$ cat src/rtl/result_rf.sv
// Result buffer at the bottom edge of the 8x8 systolic array: captures eight drained rows,
// then holds them for host readback until the host releases ownership.
module result_rf #(
    parameter int DATA_W = 16
) (
    input  logic                   CLK,
    input  logic                   RST_N,
    input  logic                   START,
    input  logic                   IN_VALID,
    input  logic [0:7][DATA_W-1:0] ROW_IN,
    input  logic                   RF_READ,
    input  logic [31:0]            ADDR,
    input  logic                   RELEASE,
    output logic [DATA_W-1:0]      DOUT,
    output logic                   DOUT_VALID,
    output logic                   RD_ERR,
    output logic                   BUSY,
    output logic                   DONE,
    output logic                   OVF,
    output logic [1:0]             STATE_DBG
);

    typedef enum logic [1:0] {
        S_IDLE = 2'd0,
        S_FILL = 2'd1,
        S_HOLD = 2'd2
    } state_t;

    state_t             state;
    logic [2:0]         row_cnt;
    logic [DATA_W-1:0]  out_seq [0:7][0:7];
    logic               rd_ok;

    // Handshake: IN_VALID and RF_READ are accepted on the edge they are high (no ready,
    // no backpressure); each RF_READ yields exactly one pulse next cycle, DOUT_VALID or RD_ERR.
    assign rd_ok     = RF_READ && (state == S_HOLD) && (ADDR[31:6] == 26'd0);
    assign BUSY      = (state == S_FILL);
    assign DONE      = (state == S_HOLD);
    assign STATE_DBG = state;

    always_ff @(posedge CLK or negedge RST_N) begin
        if (!RST_N) begin
            state      <= S_IDLE;
            row_cnt    <= 3'd0;
            DOUT       <= '0;
            DOUT_VALID <= 1'b0;
            RD_ERR     <= 1'b0;
            OVF        <= 1'b0;
            for (int r = 0; r < 8; r++) begin
                for (int c = 0; c < 8; c++) begin
                    out_seq[r][c] <= '0;
                end
            end
        end else begin
            DOUT_VALID <= rd_ok;
            RD_ERR     <= RF_READ && !rd_ok;
            if (rd_ok) begin
                DOUT <= out_seq[ADDR[5:3]][ADDR[2:0]];
            end

            case (state)
                S_IDLE: begin
                    if (START) begin
                        state   <= S_FILL;
                        row_cnt <= 3'd0;
                        OVF     <= 1'b0;
                    end else if (IN_VALID) begin
                        OVF <= 1'b1;
                    end
                end
                S_FILL: begin
                    // An abort restarts the row count; the coincident beat is dropped.
                    if (START) begin
                        row_cnt <= 3'd0;
                    end else if (IN_VALID) begin
                        for (int c = 0; c < 8; c++) begin
                            out_seq[row_cnt][c] <= ROW_IN[c];
                        end
                        row_cnt <= row_cnt + 3'd1;
                        if (row_cnt == 3'd7) begin
                            state <= S_HOLD;
                        end
                    end
                end
                S_HOLD: begin
                    if (IN_VALID) begin
                        OVF <= 1'b1;
                    end
                    if (RELEASE) begin
                        state <= S_IDLE;
                    end
                end
                default: begin
                    state <= S_IDLE;
                end
            endcase
        end
    end

endmodule

$ cat config.mk
export PLATFORM = sky130hd
export DESIGN_NAME = result_rf
export DESIGN_NICKNAME = d
export VERILOG_FILES = /design/src/rtl/result_rf.sv
export SDC_FILE = /design/constraint.sdc
export NUM_CORES = 2
export LEC_CHECK = 0
export CAP_MARGIN = 20
export CORE_MARGIN = 2
export CORE_UTILIZATION = 53
export CTS_BUF_LIST = sky130_fd_sc_hd__clkbuf_16
export DETAILED_ROUTE_END_ITERATION = 10
export PLACE_DENSITY = 0.74
export SYNTH_ARGS = -nofsm -noshare
export SYNTH_HDL_FRONTEND = slang
export SYNTH_SLANG_ARGS = --single-unit
$ cat constraint.sdc
create_clock -name CLK -period 1.85 [get_ports CLK]
set_input_delay 0.37 -clock CLK [delete_from_list [all_inputs] [get_ports CLK]]
set_output_delay 0.37 -clock CLK [all_outputs]
set_load 0.03 [all_outputs]
==> flow_summary_export.csv <==
group,metric,value,unit
timing,finalHoldViolations,0,
floorplanning,dieArea,0.0911,mm^2
grt,gr-total-overflow,0,
timing,period_minus_slack,2.18,ns
cts,tritoncts,"yes",
place,portBuffers,188,
synth,synthCells,2939,
synth,ys_seq_elements,1048,
floorplanning,die_height,302,um
timing,slew_headroom,0.208,
timing,hold_ws,0.154,ns
worst_hold_path,min_path_type,"in2async",
synth,synth_cell_types,37,
synth,synth_area_leaders,"dfrtp_1 56%, mux2_2 26%, mux4_2 10%",
final_layout,fin_nets,3692,
grt,grt_antenna_before_repair,14,
synth,synth_edf_count,0,
timing,period_share,1.18,
cts,htreeDepth,3,
floorplanning,die_w,302,um
route,ant_nets,0,
cts,cts_buffer_depth,3,
cts,clk_pin_slew_worst_paths,0.06,ns
route,drt-initial-drc-count,2758,
synth,synthArstFlopShare,1.00,
synth,yosysTopAreaCellShare,0.558,
route,wl_per_cell,30.8,um
outcome,violations,"setup timing",
route,via_per_inst,6.36,
final_layout,area_growth,31.0,%
synth,yosys.area.top_type,"dfrtp_1",
power_and_ir_drop,powerDensity,974,mW/mm^2
route,drcViolationCount,0,
final_layout,final_layout_size_suffix_gt1_frac,0.567,
place,hpwl,89000,um
route,totalWireLength,147000,um
outcome,status,"finished with violations",
cts,clk_latency,0.70,ns
cts,cts.sinks,1048,
synth,synth_fp_nets,3107,
timing,drv_slew,0,
synth,synth.most_common_cell,"mux2_2",
power_and_ir_drop,p_leak,0.0291,uW
timing,setup_viol,1010,
critical_path,required,2.41,ns
synth,synth_area,0.0470,mm^2
flow_run,cap_violations,0,
grt,grt_usage,0.325,
route,dr.pass1.iters,7,
floorplanning,rows,109,
timing,clock_skew,0.0360,ns
synth,yosys_warnings,0,
critical_path,cp.arrival,2.74,ns
floorplanning,ios,189,
floorplanning,initial_core_util,0.534,
synth,ys.flop_type,"dfrtp_1",
final_layout,final_util,0.699,
critical_path,crit_path_start_kind,"flop",
grt,grt_max_degree,110,
timing,fmax,459,MHz
critical_path,cp_max_fo,2,
synth,yosysSeqAreaShare,0.558,
timing,rsz0062_at_grt,"yes",
critical_path,cp-end-kind,"flop",
synth,synth_common_cells,"1088 x mux2_2, 1048 x dfrtp_1, 208 x mux4_2",
power_and_ir_drop,ir_drop,0.932,mV
timing,tightest_slew,1.19,ns
place,gp_congestion,0.862,
grt,grt_pass1_wl,219000,um
cts,cts_buffers,107,
synth,synth.avg_cell_area,16.0,um^2
grt,first_global_vias,32800,
critical_path,crit_type,"reg2reg",
timing,finalWorstSetupSlack,-0.328,ns
cts,cts-root-buf,"clkbuf_16",
floorplanning,core-area,0.0881,mm^2
route,via_count,30400,
placed cells by master, fill, tap and decap left out, drive strengths merged, types with 2 or more instances in the layout:
master         Yosys  routed
a2111oi           16      16
a211oi            16      16
a21oi              4       4
a22o              51      51
a22oi             32      32
and2               3       3
and3              17      17
buf              118     507
bufbuf             0       5
bufinv             0       9
clkbuf            96     120
clkdlybuf4s15      0       3
clkdlybuf4s50      0     160
clkinv             0      52
dfrtp           1048    1048
diode              0       6
dlygate4sd2        0       4
ha                 2       2
inv                2      25
mux2            1088    1088
mux2i             64      64
mux4             208     208
nand2             39      39
nand2b             4       4
nand3             17      17
nand3b             2       2
nand4              2       2
nor2               8       8
nor2b             23      23
nor3              20      20
nor3b              2       2
nor4               5       5
nor4b              2       2
o22ai             32      32
o41ai             16      16
or2                2       2
metrics by stage:
stage,total power [uW],TNS (ns),worst slack (ns),instances,cell area (um^2)
global placement,37400,-579.85,-1.39,4431,54700
CTS,59700,-147.14,-0.316,4767,61400
detailed placement,38100,-620.20,-1.44,4434,54700
global route,62000,-193.82,-0.355,4781,61600
finish,60000,-139.88,-0.328,4781,61600
floorplan,34200,-47.00,-0.274,2939,48900
final cells by class:
class                   instances  area (um^2)
clock inverters                85          636
inverters                       2         10.0
fillers                      5501        26500
diodes                          6         15.0
repair buffers                690         8690
flip-flops and latches       1048        26200
well taps                    1165         1460
multi-input cells            1675        21800
clock buffers                 110         2750
logic make-up after synthesis:
logic type	Yosys count	synth area share
mux	1360	0.374
flops	1048	0.558
buf+inv	216	0.0232
compound gates	167	0.0283
simple gates	146	0.0163
fa+ha+maj	2	0.000532
worst max-delay path, stage by stage, from the launching register on:
cell     delay, ns
dfrtp_1       0.38
mux4_2        0.47
mux4_2        0.58
and3_4        0.20
mux2i_2       0.16
buf_4         0.18
nand3_2       0.07
metal layers:
metal / up-vias / track usage / part of all wire
li1: 12300 / - / -
met1: 16500 / 0.434 / 0.40
met2: 1230 / 0.522 / 0.48
met3: 336 / 0.0714 / 0.075
met4: 18 / 0.128 / 0.042
met5: - / 0 / 0.00079
state kept, by name, indices dropped and copies added, names as in the netlist:
| name | count |
|---|---|
| out_seq | 1024 |
| RD_ERR | 1 |
| STATE_DBG | 2 |
| DOUT | 16 |
| DOUT_VALID | 1 |
| OVF | 1 |
| row_cnt | 3 |
report_power, final:
part	switching [uW]	leakage (uW)	internal [uW]
Combinational	3860	0.0135	6610
Clock	9310	0.00175	12000
Sequential	1980	0.0139	26300
Total	15200	0.0291	44800
worst paths after layout:
| path | cells past startpoint | slack, ns | to | startpoint |
|---|---|---|---|---|
| hold / removal | 2 | 0.15 | out_seq[74] | RST_N |
| setup reg to reg | 6 | -0.33 | DOUT[11] | out_seq[395] |
| hold reg to reg | 1 | 0.50 | out_seq[837] | out_seq[837] |
| min in group CLK | 2 | 0.27 | RD_ERR | RF_READ |
| max in group asynchronous | 4 | 0.75 | out_seq[56] | RST_N |
| setup / recovery | 6 | -0.33 | DOUT[11] | out_seq[395] |
what timing repair did:
action,CTS,global route
hold buffers,1,0
hold endpoints to repair,331,0
setup endpoints to repair,943,1034
buffers inserted,92,30
pin swaps,23,14
cloned,49,10
gates resized for setup,341,113
Note: power is estimated with default switching activity, not from simulation.
